[src/rtl/lp_bus_encoder.sv]
// lp_bus_encoder: multi-mode low-power bus encoder (binary, Gray, T0, bus-invert)
// with a registered bus, one redundancy line and a saturating toggle counter.
module lp_bus_encoder #(
  parameter int unsigned WIDTH  = 8,
  parameter int unsigned STRIDE = 1,
  parameter int unsigned CNT_W  = 16
) (
  input  logic             ck,
  input  logic             rst,
  input  logic             en,
  input  logic [1:0]       mode,
  input  logic [WIDTH-1:0] A,
  input  logic             clr,
  output logic [WIDTH-1:0] B,
  output logic             X,
  output logic [CNT_W-1:0] tcount
);

  typedef enum logic [1:0] {
    MODE_BIN  = 2'd0,
    MODE_GRAY = 2'd1,
    MODE_T0   = 2'd2,
    MODE_BI   = 2'd3
  } mode_e;

  localparam int unsigned PW = $clog2(WIDTH + 2);
  localparam int unsigned SW = ((CNT_W > PW) ? CNT_W : PW) + 1;
  localparam logic [SW-1:0] CNT_MAX = SW'({CNT_W{1'b1}});

  logic [WIDTH-1:0] b_q, b_d;
  logic             x_q, x_d;
  logic [WIDTH-1:0] prev_a_q, prev_a_d;
  logic             t0_valid_q, t0_valid_d;
  logic [CNT_W-1:0] tcount_q, tcount_d;

  logic [WIDTH-1:0] diff_a;
  logic [PW-1:0]    ham;
  logic [WIDTH:0]   bus_diff;
  logic [PW-1:0]    toggles;
  logic [SW-1:0]    sum;
  mode_e            mode_sel;

  // Next-state encoding and toggle accounting
  always_comb begin
    b_d        = b_q;
    x_d        = x_q;
    prev_a_d   = prev_a_q;
    t0_valid_d = t0_valid_q;
    tcount_d   = tcount_q;
    mode_sel   = mode_e'(mode);
    diff_a     = A ^ b_q;
    ham        = '0;
    toggles    = '0;
    bus_diff   = '0;
    sum        = '0;

    for (int unsigned i = 0; i < WIDTH; i++) begin
      ham = ham + PW'(diff_a[i]);
    end

    if (en) begin
      prev_a_d   = A;
      t0_valid_d = (mode_sel == MODE_T0);
      unique case (mode_sel)
        MODE_BIN: begin
          b_d = A;
          x_d = 1'b0;
        end
        MODE_GRAY: begin
          b_d = A ^ (A >> 1);
          x_d = 1'b0;
        end
        MODE_T0: begin
          if (t0_valid_q && (A == prev_a_q + WIDTH'(STRIDE))) begin
            x_d = 1'b1;
          end else begin
            b_d = A;
            x_d = 1'b0;
          end
        end
        MODE_BI: begin
          if (ham > PW'(WIDTH / 2)) begin
            b_d = ~A;
            x_d = 1'b1;
          end else begin
            b_d = A;
            x_d = 1'b0;
          end
        end
        default: begin
          b_d = A;
          x_d = 1'b0;
        end
      endcase

      bus_diff = {x_d, b_d} ^ {x_q, b_q};
      for (int unsigned i = 0; i <= WIDTH; i++) begin
        toggles = toggles + PW'(bus_diff[i]);
      end
      sum = SW'(tcount_q) + SW'(toggles);
      tcount_d = (sum > CNT_MAX) ? CNT_MAX[CNT_W-1:0] : sum[CNT_W-1:0];
    end

    if (clr) begin
      tcount_d = '0;
    end
  end

  // State registers with synchronous active-low reset
  always_ff @(posedge ck) begin
    if (!rst) begin
      b_q        <= '0;
      x_q        <= 1'b0;
      prev_a_q   <= '0;
      t0_valid_q <= 1'b0;
      tcount_q   <= '0;
    end else begin
      b_q        <= b_d;
      x_q        <= x_d;
      prev_a_q   <= prev_a_d;
      t0_valid_q <= t0_valid_d;
      tcount_q   <= tcount_d;
    end
  end

  assign B      = b_q;
  assign X      = x_q;
  assign tcount = tcount_q;

endmodule

[config.mk]
export PLATFORM = sky130hd
export DESIGN_NAME = lp_bus_encoder
export DESIGN_NICKNAME = d
export VERILOG_FILES = /design/src/rtl/lp_bus_encoder.sv
export SDC_FILE = /design/constraint.sdc
export NUM_CORES = 1
export LEC_CHECK = 0
export CORE_UTILIZATION = 57
export DETAILED_ROUTE_END_ITERATION = 6
export GPL_TIMING_DRIVEN = 0
export PLACE_DENSITY = 0.82
export REMOVE_ABC_BUFFERS = 1
export SLEW_MARGIN = 10
export SYNTH_ARGS = -nofsm -noshare
export SYNTH_HDL_FRONTEND = slang
export SYNTH_SLANG_ARGS = --single-unit
export TNS_END_PERCENT = 10
[constraint.sdc]
create_clock -name ck -period 11.4 [get_ports ck]
set_input_delay 1.14 -clock ck [delete_from_list [all_inputs] [get_ports ck]]
set_output_delay 1.14 -clock ck [all_outputs]
set_load 0.02 [all_outputs]
Yosys cells after proc, flatten, opt, wreduce, memory -nomap -nowiden

Index checks and enable logic that the tools add are counted.

Add/sub/neg operators: 17
Multipliers: 0
Div/mod/pow operators: 0
$lt $le $gt $ge: 2
Equal/unequal tests: 4
Shifts and indexed selects: 0
Muxes and demuxes: 9
Bitwise gates (word level): 5
Reduce and logical (&&, ||, !) cells: 4

Operators by type and width:

| operator                                                         | count |
|---|---|
| adder 4 x 1 -> 4 bit                                             | 9 |
| case mux 8 bit (4 select lines)                                  | 1 |
| two-way mux 8 bit                                                | 3 |
| adder 16 x 4 -> 17 bit                                           | 1 |
| greater-than comparator 17 x 16 -> 1 bit (second input constant) | 1 |
| two-way mux 16 bit                                               | 1 |
| bitwise XOR 9 bit                                                | 1 |
| adder 3 x 1 -> 4 bit                                             | 2 |
| adder 8 x 1 -> 8 bit (second input constant)                     | 1 |
| equality test 8 bit                                              | 1 |
| inverter 8 bit                                                   | 1 |
| bitwise XOR 8 x 7 -> 8 bit                                       | 1 |
| bitwise XOR 8 bit                                                | 1 |
| adder 2 x 1 -> 3 bit                                             | 2 |
| adder 1 x 1 -> 2 bit                                             | 2 |
| equality test 2 bit (second input constant)                      | 2 |
| greater-than comparator 4 x 3 -> 1 bit (second input constant)   | 1 |
| OR reduction 2 bit                                               | 2 |
| two-way mux 1 bit                                                | 3 |
| case mux 1 bit (3 select lines)                                  | 1 |
| equality test 2 x 1 -> 1 bit (second input constant)             | 1 |
| zero test 2 bit                                                  | 1 |
| logical AND 1 bit                                                | 1 |
| inverter 1 bit                                                   | 1 |

Register bits after elaboration: 34
Bits in latches: 0
RAM bits: 0
Memory bits (read-only): 0
Input bits: 14
Output and inout bits: 25
Logic and storage cells: 46
Memories kept: 0

Longest topological paths before layout

Gate-level depths: netlist of run 1.

Depth after elaboration: 24
Depth in mapped cells: 29
Gate-level depth less buffers: 27

Least setup slack after synthesis of run 1

Ideal clock, no wire load.

Path type: input -> register
From: input port A[1]
To: register tcount_q[9], in the netlist tcount[9]
Setup time: 95 ps
Arrival: 8,140 ps
Required time: 11,305 ps
Setup slack: 3,164 ps
Stages: 28
Path buffers: 2
Path through: buf_1 xnor2_1 fa_1 inv_1 fa_1 inv_1 fa_1 inv_1 ha_1 fa_1 xnor2_1 o221a_2 buf_2 a211oi_1 o21ai_0 a21oi_1 a21oi_1 fa_1 fa_1 fa_1 ha_1 inv_1 fa_1 nor2b_1 o21a_1 o2111ai_2 and3_4 a221oi_1

Longest elaborated chain between the ends: 24
Elaborated cells on any way between the ends: 33
Classes of those cells: 16 x add/sub; 2 x order compare; 1 x eq/ne; 9 x mux; 4 x bitwise; 1 x reduce/logical

RTL lines:

| element                                  | RTL line | RTL |
|---|---|---|
| start, declared                          | 12       | `input logic [WIDTH-1:0] A,` |
| bitwise XOR 8 bit                        | 51       | `diff_a = A ^ b_q;` |
| adder 1 x 1 -> 2 bit                     | 58       | `ham = ham + PW'(diff_a[i]);` |
| adder 2 x 1 -> 3 bit                     | 58       |  |
| adder 3 x 1 -> 4 bit                     | 58       |  |
| adder 4 x 1 -> 4 bit (4 in a row)        | 58       |  |
| greater-than comparator 4 x 3 -> 1 bit   | 82       | `if (ham > PW'(WIDTH / 2)) begin` |
| two-way mux 8 bit                        | 82       |  |
| case mux 8 bit (4 select lines)          | 64       | `unique case (mode_sel)` |
| [... 2 more ...]                         | n/a      |  |
| adder 1 x 1 -> 2 bit                     | 98       | `toggles = toggles + PW'(bus_diff[i]);` |
| adder 2 x 1 -> 3 bit                     | 98       |  |
| adder 3 x 1 -> 4 bit                     | 98       |  |
| adder 4 x 1 -> 4 bit (4 in a row)        | 98       |  |
| adder 4 x 1 -> 4 bit (*)                 | 98       |  |
| adder 16 x 4 -> 17 bit (*)               | 100      | `sum = SW'(tcount_q) + SW'(toggles);` |
| greater-than comparator 17 x 16 -> 1 bit | 101      | `tcount_d = (sum > CNT_MAX) ? CNT_MAX[CNT_W-1:0] : sum[CNT_W-1:0];` |
| two-way mux 16 bit (*)                   | 101      |  |
| end signal, assigned                     | 122      | `tcount_q <= tcount_d;` |
| end, declared                            | 34       | `logic [CNT_W-1:0] tcount_q, tcount_d;` |

Every way passes the cells marked *; elsewhere a longest branch is shown, timed or not. The select of a mux whose other input is x is not followed.
A chain may end at the register's enable or synchronous reset.

Worst setup path after layout of run 1

From: input port A[3]
To: register tcount_q[9], in the netlist tcount[9]

Longest elaborated chain between the ends: 22
Elaborated cells on any way between the ends: 31
Classes of those cells: 14 x add/sub; 2 x order compare; 1 x eq/ne; 9 x mux; 4 x bitwise; 1 x reduce/logical

RTL lines:

| element                                  | RTL line | RTL |
|---|---|---|
| bitwise XOR 8 bit                        | 51       |  |
| adder 3 x 1 -> 4 bit                     | 58       |  |
| adder 4 x 1 -> 4 bit (4 in a row)        | 58       |  |
| greater-than comparator 4 x 3 -> 1 bit   | 82       |  |
| two-way mux 8 bit                        | 82       |  |
| case mux 8 bit (4 select lines)          | 64       |  |
| two-way mux 8 bit                        | 61       | `if (en) begin` |
| bitwise XOR 9 bit (*)                    | 96       | `bus_diff = {x_d, b_d} ^ {x_q, b_q};` |
| adder 1 x 1 -> 2 bit                     | 98       |  |
| adder 2 x 1 -> 3 bit                     | 98       |  |
| adder 3 x 1 -> 4 bit                     | 98       |  |
| adder 4 x 1 -> 4 bit (4 in a row)        | 98       |  |
| adder 4 x 1 -> 4 bit (*)                 | 98       |  |
| adder 16 x 4 -> 17 bit (*)               | 100      |  |
| greater-than comparator 17 x 16 -> 1 bit | 101      |  |
| two-way mux 16 bit (*)                   | 101      |  |

Marked as above.

==> results of run 1 <==
flip-flops by register name (all words and copies together) (netlist names):
name,flops
B,8
X,1
prev_a_q,8
t0_valid_q,1
tcount,16
cell families after synthesis:
logic type	Yosys count	share of synthesized area, %
simple gates	104	17.1
fa+ha+maj	20	10.5
xor+xnor	21	5.94
buf+inv	57	7.68
mux	10	3.23
compound gates	156	33.6
flops	34	22.0
where the power goes:
group / internal, uW / total, uW / leakage, uW / switching, uW
Clock: 49.8 / 102 / 0.0000478 / 51.8
Combinational: 275 / 651 / 0.00100 / 377
Sequential: 132 / 148 / 0.000278 / 15.7
Total: 457 / 901 / 0.00133 / 444
critical path, delay by kind of cell:
family | cells | cell delay [ns]
adders and majority gates | 10 | 4.36
buffers and inverters | 5 | 1.01
xor gates and xnor gates | 2 | 0.40
AOI/OAI and AO/OA | 7 | 2.26
and+or+nand+nor | 3 | 0.58
final cells by class:
type,count,share of cell area [%]
tap,70,2.49
timing repair buffer,38,10.7
multi-input combinational,311,61.8
sequential,34,19.3
inverter,27,2.88
clock inverter,2,0.462
clock buffer,6,2.35
final timing paths:
kind | to | slack (ns)
worst max register to register | tcount[9] | 3.12
worst min-delay path | X | 0.51
worst min register to register | X | 0.51
worst max-delay path | tcount[9] | 1.85
per-stage QoR:
stage               instances  utilization (%)  instance area (um^2)
detailed placement        480             66.2                  3420
floorplan                 372                -                  2960
CTS                       488             68.1                  3520
global route              488             68.1                  3520
global placement          480             66.3                  3430
finish                    488             68.1                  3520
placed cells by master (no fill, tap or decap), types with 2 or more instances in the layout:
cell / n
and4_1: 3
o221ai_1: 6
o311ai_1: 2
mux2i_1: 10
o21a_1: 3
o21ai_0: 31
nand2b_1: 6
a32oi_1: 2
o211a_1: 3
o21ai_1: 5
o2111ai_1: 2
inv_1: 25
ha_1: 10
o31ai_1: 3
and2_1: 5
clkdlybuf4s50_1: 37
nor2b_1: 3
a31oi_1: 12
fa_1: 10
nand3_1: 10
a21o_1: 4
xor2_1: 7
clkbuf_8: 6
nor2_1: 30
a211oi_1: 11
nor3_1: 7
o22ai_1: 3
xnor2_1: 14
a311oi_1: 9
and3_1: 4
o211ai_1: 12
a21oi_1: 37
nand2_1: 27
dfxtp_1: 34
metal layers:
layer | GRT usage, % | routed length [um]
met1 | 39.5 | 3480
met3 | 5.95 | 699
met4 | 12.6 | 177
met5 | 0 | 0
met2 | 53.1 | 4090
==> summary.txt, run 1 <==
Placed design
  – DP HPWL: 5.93 mm
  – Routability cong.: 0.955
  – I/O Buffers: 38
  – Post-Place Worst Slack: 1.64 ns

Worst setup path
  – Nature of the critical path startpoint: primary input
  – CP Capture Type: register
  – Most frequent CP cell: fa_1
  – CP arrival: 9.75 ns
  – Slowest cell on the critical path: o32ai_2
  – R2r startpoint: B[0]
  – Crit path kind: in -> reg
  – WP data required: 11.60 ns
  – Worst-path fanout max: 14
  – Cells on worst reg2reg path: 26
  – CP startpoint: A[3]
  – Largest stage delay on the critical path: 0.81 ns

STA
  – Final setup violation count: 0
  – Hold_ws: 0.506 ns
  – Final hold vios: 0
  – Setup TNS: 0 ns
  – Crit path time final: 9.55 ns
  – Max Clock Freq: 0.105 GHz
  – Final period util: 83.8%
  – Final max-slew violation count: 0
  – Worst Skew: 0.00360 ns
  – PnR worst setup slack: 1.85 ns
  – Transition time of the tightest slew-check pin: 0.987 ns
  – Max-slew headroom: 34.0%
  – RSZ-0062 raised after global routing: no

Drt
  – Antenna Nets Post-Route: 0
  – Vias: 3201
  – Total Wirelength: 8.45 mm
  – DR iter-0 viols: 300
  – Drt pass-1 iters: 5
  – Vias per inst: 6.56
  – Number of remaining DRC errors: 0
  – Average wire per standard cell: 17.3 um

Final layout
  – Fraction of layout cells with a size suffix above 1: 4.31%
  – Seq. cell area: 681 um^2
  – Fillers: 460
  – Final nets: 451
  – Area grow syn2layout: 13.7%
  – Multi-input gate area: 2180 um^2
  – Diode count: 0

Min path
  – WHS Path Cells: 2
  – Worst min-delay path startpoint: X
  – Hold Path Class: reg -> reg

Die
  – Core area: 5170 um^2
  – Die X: 75.7 um
  – I/O Pins: 39
  – Die area: 5730 um^2
  – Row cnt: 26
  – Initial Utilization: 59.8%
  – Die H: 75.7 um

Synth
  – Synth Register Bits: 34
  – Synth cell count leaders: 37 x a21oi_1, 34 x dfxtp_1, 31 x o21ai_0
  – Sequential fraction of the synthesis area: 22.0%
  – Fraction of registers with async set/reset: 0%
  – Top-count cell post-synth: a21oi_1
  – Mean Syn Cell Area: 7.70 um^2
  – Post-Syn Area: 3100 um^2
  – Cell taking the most area after synthesis: dfxtp_1
  – Main synth FF type: dfxtp_1
  – Post-synth EDFFs: 0
  – Synth top area cells: dfxtp_1 22%, fa_1 6.5%, a21oi_1 6.0%
  – Synth top area share: 22.0%
  – Post-synthesis cell type count: 59
  – Yosys warning count: 0
  – Cells after Synth: 402

GRT
  – Largest net degree at the start of global routing: 37
  – Global-route wire length before repair: 13.4 mm
  – GRT Overall Usage: 31.4%
  – Grt ovf: 0
  – Antenna violations before repair: 0
  – Vias in the first global route: 2762

Power
  – Power Density: 256 nW/um^2
  – Max IR drop VDD: 0.270 mV
  – Static leakage: 0.00133 uW
  – Total chip power: 901 uW

Clock network
  – Resize count post-CTS: 0
  – Hold buffer count at CTS: 0
  – Worst skew pair latency: 0.29 ns
  – Setup bufs post-CTS: 0
  – Root Driver: clkbuf_8
  – TritonCTS clock tree: yes
  – CTS sink cnt: 34
  – H-tree depth: 2
  – CTS Buf Count: 5
  – Clock Path Buffers: 2
  – Worst-path clk slew: 0.08 ns

Outcome
  – Outcome: completed

Flow run
  – Max Cap Viol: 0
Note: power is estimated with default switching activity, not from simulation.
==> run 2: changes to the inputs <==
--- a/config.mk
+++ b/config.mk
@@ -5,10 +5,10 @@
 export SDC_FILE = /design/constraint.sdc
 export NUM_CORES = 1
 export LEC_CHECK = 0
-export CORE_UTILIZATION = 57
+export CORE_UTILIZATION = 51
 export DETAILED_ROUTE_END_ITERATION = 6
 export GPL_TIMING_DRIVEN = 0
-export PLACE_DENSITY = 0.82
+export PLACE_DENSITY = 0.77
 export REMOVE_ABC_BUFFERS = 1
 export SLEW_MARGIN = 10
 export SYNTH_ARGS = -nofsm -noshare
==> constraint.sdc (replaced) <==
create_clock -name ck -period 7.8 [get_ports ck]
set_input_delay 0.78 -clock ck [delete_from_list [all_inputs] [get_ports ck]]
set_output_delay 0.78 -clock ck [all_outputs]
set_load 0.02 [all_outputs]
==> run 2 against run 1 <==
Effect of this change: the run now ends with DRC left; sequential share of layout area down 3.0 points; global-route usage increased by 0.90 points; final area up 19%; flip-flop and latch count did not move; highest routed layer unchanged.
==> summary.txt, run 2 (synthesis gave the netlist of run 1 again) <==
Final layout
  – Most frequent cells in the layout: 43 x buf_4, 34 x dfxtp_1, 32 x clkdlybuf4s50_1, 30 x a21oi_1, 29 x nor2_1 (was 37 x a21oi_1, 37 x clkdlybuf4s50_1, 34 x dfxtp_1, 31 x o21ai_0, 30 x nor2_1)
  – Commonest non-fill, non-tap cell in the layout: buf_4
  – Design Area, Final: 4180 um^2 (was 3520 um^2)
  – Area grow syn2layout: 35.0% (was 13.7%)
  – Final nets: 503 (was 451)
  – Fraction of layout cells with a size suffix above 1: 21.9% (was 4.31%)
  – Post-Route Utilization: 71.0% (was 68.1%)
  – Largest register FFs: 16 (unchanged)
  – Diode count: 0 (unchanged)

Clock network
  – H-tree depth: 2 (unchanged)
  – Root Driver: clkbuf_8 (unchanged)
  – CTS Buf Count: 5 (unchanged)
  – Clock Path Buffers: 2 (unchanged)
  – Worst-path clk slew: 0.07 ns (was 0.08 ns)
  – CTS sink cnt: 34 (unchanged)
  – Worst skew pair latency: 0.29 ns (about the same)
  – Hold buffer count at CTS: 0 (unchanged)
  – TritonCTS clock tree: yes (unchanged)

GRT
  – Largest net degree at the start of global routing: 37 (unchanged)
  – Global-route wire length before repair: 16.0 mm (was 13.4 mm)
  – Vias in the first global route: 3252 (was 2762)
  – GRT Overall Usage: 32.3% (was 31.4%)
  – Antenna violations before repair: 0 (unchanged)
  – Grt ovf: 0 (unchanged)

Outcome
  – Failing checks: DRC
  – Outcome: finished, violations left (was completed)

STA
  – Final setup violation count: 0 (unchanged)
  – Final hold vios: 0 (unchanged)
  – Max-slew headroom: 28.8% (was 34.0%)
  – PnR worst setup slack: 0.100 ns (was 1.85 ns)
  – RSZ-0062 raised after global routing: yes (was no)
  – Transition time of the tightest slew-check pin: 1.06 ns (was 0.987 ns)
  – Max Clock Freq: 0.130 GHz
  – Crit path time final: 7.70 ns
  – Final period util: 98.7%
  – Worst Skew: 0.00191 ns (was 0.00360 ns)
  – Final max-slew violation count: 0 (unchanged)
  – Setup TNS: 0 ns (unchanged)

Worst setup path
  – Largest stage delay on the critical path: 0.57 ns (was 0.81 ns)
  – Worst-path fanout max: 6 (was 14)
  – WP data required: 7.97 ns (was 11.60 ns)
  – Most frequent CP cell: fa_1 (unchanged)
  – CP arrival: 7.87 ns (was 9.75 ns)
  – Slowest cell on the critical path: fa_1 (was o32ai_2)
  – CP Capture Type: register (unchanged)
  – Crit path kind: in -> reg (unchanged)
  – Nature of the critical path startpoint: primary input (unchanged)

Power
  – Max IR drop VDD: 0.529 mV (was 0.270 mV)
  – Power Density: 439 nW/um^2 (was 256 nW/um^2)
  – Static leakage: 0.00166 uW (was 0.00133 uW)

Die
  – Die H: 79.9 um (was 75.7 um)
  – I/O Pins: 39 (unchanged)
  – Row cnt: 28 (was 26)
  – Initial Utilization: 52.6% (was 59.8%)
  – Core area: 5890 um^2 (was 5170 um^2)
  – Die X: 79.9 um (was 75.7 um)
  – Die area: 6380 um^2 (was 5730 um^2)

Drt
  – DR iter-0 viols: 483 (was 300)
  – Number of remaining DRC errors: 1 (was 0)
  – Antenna Nets Post-Route: 0 (unchanged)
  – Vias per inst: 6.58 (was 6.56)
  – Average wire per standard cell: 19.0 um (was 17.3 um)
  – Drt pass-1 iters: 7 (was 5)
  – Vias: 3584 (was 3201)
  – Total Wirelength: 10.4 mm (was 8.45 mm)

Placed design
  – I/O Buffers: 38 (unchanged)
  – Post-Place Worst Slack: -1.79 ns (was 1.64 ns)
  – Routability cong.: 0.929 (was 0.955)
  – DP HPWL: 6.05 mm (was 5.93 mm)
  – Post-DP Area: 3430 um^2 (was 3420 um^2)

Flow run
  – Max Cap Viol: 0 (unchanged)

Min path
  – Hold Path Class: reg -> reg (unchanged)
==> run 2: area by class of cell <==
cell class	count	area, um^2
clock inverters	2	13.8
clock buffers	6	72.6
inverters	27	101
flip-flops and latches	34	681
repair buffers	90	822
multi-input cells	311	2400
well taps	75	93.8
fillers	464	1710
==> run 2: worst paths after layout <==
kind             start  cells after the start         to  slack (ns)
max               A[0]                     30  tcount[8]        0.10
min          tcount[9]                      2  tcount[9]        0.51
max reg2reg       B[0]                     29  tcount[8]        0.19
min reg2reg  tcount[9]                      2  tcount[9]        0.51
==> run 2: critical path, delay by kind of cell <==
| kind | cells | cell delay (ns) |
|---|---|---|
| fa+ha+maj | 10 | 4.27 |
| compound gates | 6 | 1.23 |
| buf+inv | 8 | 0.79 |
| simple gates | 4 | 0.53 |
| xor+xnor | 2 | 0.28 |
==> run 2: stage by stage <==
step	std cells	hold WS (ns)	power, uW
after floorplan	372	0.461	919
after global placement	485	0.485	1130
after detailed placement	485	0.504	1170
after CTS	535	0.517	1620
after global routing	545	0.532	2000
final	545	0.514	1830
==> run 2: metal layers <==
layer / global-route usage, % / up-vias / wire length (um)
li1: - / 1623 / -
met1: 40.8 / 1649 / 3960
met2: 50.3 / 247 / 4760
met3: 7.89 / 65 / 1110
met4: 17.1 / 0 / 523
met5: 0 / - / 0
==> run 2: what timing repair did <==
action	in CTS	in global routing
resized for setup	47	33
endpoints found under the setup margin	16	17
hold endpoints to repair	0	0
pin swaps	18	29
buffers inserted	42	12
==> run 2: power breakdown <==
| group | switching [uW] | internal (uW) |
|---|---|---|
| Sequential | 24.6 | 193 |
| Combinational | 746 | 735 |
| Clock | 71.0 | 63.0 |
| Total | 842 | 992 |
==> run 3: changes to the inputs <==
--- a/config.mk
+++ b/config.mk
@@ -8,6 +8,7 @@
 export CORE_UTILIZATION = 51
 export DETAILED_ROUTE_END_ITERATION = 6
 export GPL_TIMING_DRIVEN = 0
+export MAX_ROUTING_LAYER = met4
 export PLACE_DENSITY = 0.77
 export REMOVE_ABC_BUFFERS = 1
 export SLEW_MARGIN = 10
==> run 3 against run 2 <==
Effect of this change: the flow now finishes without violations; clock-buffer cell count shrank 1; non-clock buffer count decreased by 30; power is 8.1% lower; via count decreased by 6.1%; first-iteration DRC count shrank 52%; flip-flop and latch count did not move.
==> summary.txt, run 3 (synthesis gave the netlist of run 1 again) <==
Placed design
  – Dpl cells: 485 (unchanged)
  – Routability cong.: 0.935 (was 0.929)
  – DP HPWL: 6.13 mm (was 6.05 mm)
  – Post-DP Area: 3430 um^2 (unchanged)
  – Post-Place Worst Slack: -1.82 ns (was -1.79 ns)
  – I/O Buffers: 38 (unchanged)

STA
  – Final hold vios: 0 (unchanged)
  – Final period util: 99.1% (was 98.7%)
  – Worst Skew: 0.00843 ns (was 0.00191 ns)
  – RSZ-0062 raised after global routing: yes (unchanged)
  – Max Clock Freq: 0.129 GHz (was 0.130 GHz)
  – Max-slew headroom: 30.8% (was 28.8%)
  – PnR worst setup slack: 0.0671 ns (was 0.100 ns)
  – Crit path time final: 7.73 ns (was 7.70 ns)
  – Setup TNS: 0 ns (unchanged)
  – Transition time of the tightest slew-check pin: 1.03 ns (was 1.06 ns)
  – Final max-slew violation count: 0 (unchanged)
  – Final setup violation count: 0 (unchanged)

Power
  – Static leakage: 0.00148 uW (was 0.00166 uW)
  – Max IR drop VDD: 0.625 mV (was 0.529 mV)
  – Power Density: 430 nW/um^2 (was 439 nW/um^2)

Worst setup path
  – Crit-path leading delay family: adder cells (unchanged)
  – R2r setup slk: 0.18 ns (was 0.19 ns)
  – Crit path kind: in -> reg (unchanged)
  – Largest stage delay on the critical path: 0.60 ns (was 0.57 ns)
  – Critical Path Stages: 30 (unchanged)
  – Capture point of the worst path: tcount[8] (unchanged)
  – CP startpoint: A[1] (was A[0])
  – CP arrival: 7.90 ns (was 7.87 ns)
  – Slowest cell on the critical path: fa_1 (unchanged)
  – R2r startpoint: B[3] (was B[0])
  – Cells on worst reg2reg path: 29 (unchanged)
  – Reg2reg end: tcount[8] (unchanged)
  – Most frequent CP cell: fa_1 (unchanged)
  – Buf+Inv Stages, Crit Path: 8 (unchanged)
  – Nature of the critical path startpoint: primary input (unchanged)
  – Worst-path fanout max: 8 (was 6)
  – CP Capture Type: register (unchanged)
  – WP data required: 7.97 ns (about the same)

Final layout
  – Commonest non-fill, non-tap cell in the layout: dfxtp_1 (was buf_4)
  – Fillers: 508 (was 464)
  – Most frequent cells in the layout: 34 x dfxtp_1, 33 x clkdlybuf4s50_1, 29 x a21oi_1, 29 x nor2_1, 28 x o21ai_0 (was 43 x buf_4, 34 x dfxtp_1, 32 x clkdlybuf4s50_1, 30 x a21oi_1, 29 x nor2_1)
  – Fraction of layout cells with a size suffix above 1: 16.6% (was 21.9%)
  – Final nets: 473 (was 503)
  – Post-Route Utilization: 66.5% (was 71.0%)
  – Diode count: 0 (unchanged)
  – Largest register FFs: 16 (unchanged)
  – Design Area, Final: 3920 um^2 (was 4180 um^2)
  – Area grow syn2layout: 26.5% (was 35.0%)
  – Final cell count without fillers: 515 (was 545)

Die
  – Die area: 6380 um^2 (unchanged)
  – Core area: 5890 um^2 (unchanged)
  – I/O Pins: 39 (unchanged)
  – Die H: 79.9 um (unchanged)
  – Row cnt: 28 (unchanged)
  – Initial Utilization: 52.6% (unchanged)
  – Die X: 79.9 um (unchanged)

Clock network
  – Worst-path clk slew: 0.09 ns (was 0.07 ns)
  – TritonCTS clock tree: yes (unchanged)
  – Hold buffer count at CTS: 0 (unchanged)
  – H-tree depth: 2 (unchanged)
  – CTS sink cnt: 34 (unchanged)
  – Clock Path Buffers: 2 (unchanged)
  – Root Driver: clkbuf_8 (unchanged)
  – Worst skew pair latency: 0.30 ns (was 0.29 ns)
  – CTS Buf Count: 5 (unchanged)

Drt
  – Antenna Nets Post-Route: 0 (unchanged)
  – Number of remaining DRC errors: 0 (was 1)
  – Drt pass-1 iters: 5 (was 7)
  – DR iter-0 viols: 234 (was 483)
  – Vias per inst: 6.54 (was 6.58)
  – Total Wirelength: 9.42 mm (was 10.4 mm)
  – Average wire per standard cell: 18.3 um (was 19.0 um)
  – Vias: 3367 (was 3584)

GRT
  – Grt ovf: 0 (unchanged)
  – Vias in the first global route: 3083 (was 3252)
  – Global-route wire length before repair: 14.9 mm (was 16.0 mm)
  – Antenna violations before repair: 0 (unchanged)
  – Largest net degree at the start of global routing: 37 (unchanged)
  – GRT Overall Usage: 30.8% (was 32.3%)

Outcome
  – Outcome: completed (was finished, violations left)

Flow run
  – Max Cap Viol: 0 (unchanged)

Min path
  – Hold Path Class: reg -> reg (unchanged)
-- run 3: power by group --
part / switching [uW] / total (uW) / internal (uW)
Sequential: 24.1 / 217 / 193
Clock: 76.3 / 139 / 62.8
Combinational: 687 / 1330 / 642
-- run 3: worst min path at each step --
stage	slack, ns	cells past startpoint	endpoint	start
2_1_floorplan	0.46	2	t0_valid_q	t0_valid_q
3_3_place_gp	0.49	2	X	X
3_5_place_dp	0.49	2	X	X
4_1_cts	0.51	2	X	X
5_1_grt	0.53	2	X	X
6_report	0.52	2	X	X
-- run 3: timing repair --
action / 4_1_cts / 5_1_grt
pin swaps: 20 / 31
resized for setup: 47 / 24
endpoints found under the setup margin: 16 / 16
setup buffers: 11 / 11
-- run 3: tightest hold or removal path: stages, from the launching register on --
cell and delay [ns]:
dfxtp_1 0.34, nand2_1 0.06, o22ai_1 0.07
-- run 3: final cells by class --
| cell class | count | area [um^2] | share of cell area [%] |
|---|---|---|---|
| tap | 75 | 93.8 | 2.40 |
| clock buffer | 5 | 68.8 | 1.76 |
| timing repair buffer | 60 | 579 | 14.8 |
| inverter | 27 | 101 | 2.59 |
| sequential | 34 | 681 | 17.4 |
| multi-input combinational | 311 | 2370 | 60.5 |
| clock inverter | 3 | 21.3 | 0.543 |
-- run 3: metrics by stage --
stage	total power, uW	hold WS [ns]
finish	1690	0.515
global route	1830	0.527
CTS	1550	0.506
detailed placement	1160	0.493
global placement	1130	0.486
floorplan	919	0.461
-- run 3: per-layer routing --
layer  part of all wire, %  wire, um  GRT usage, %  vias to the layer above
met5                     0         0             -                        -
met4                   2.5       233          10.5                        0
met3                   7.5       707          5.37                       30
met2                    49      4650          51.4                      173
met1                    41      3830          37.4                     1604
li1                      -         -             -                     1560
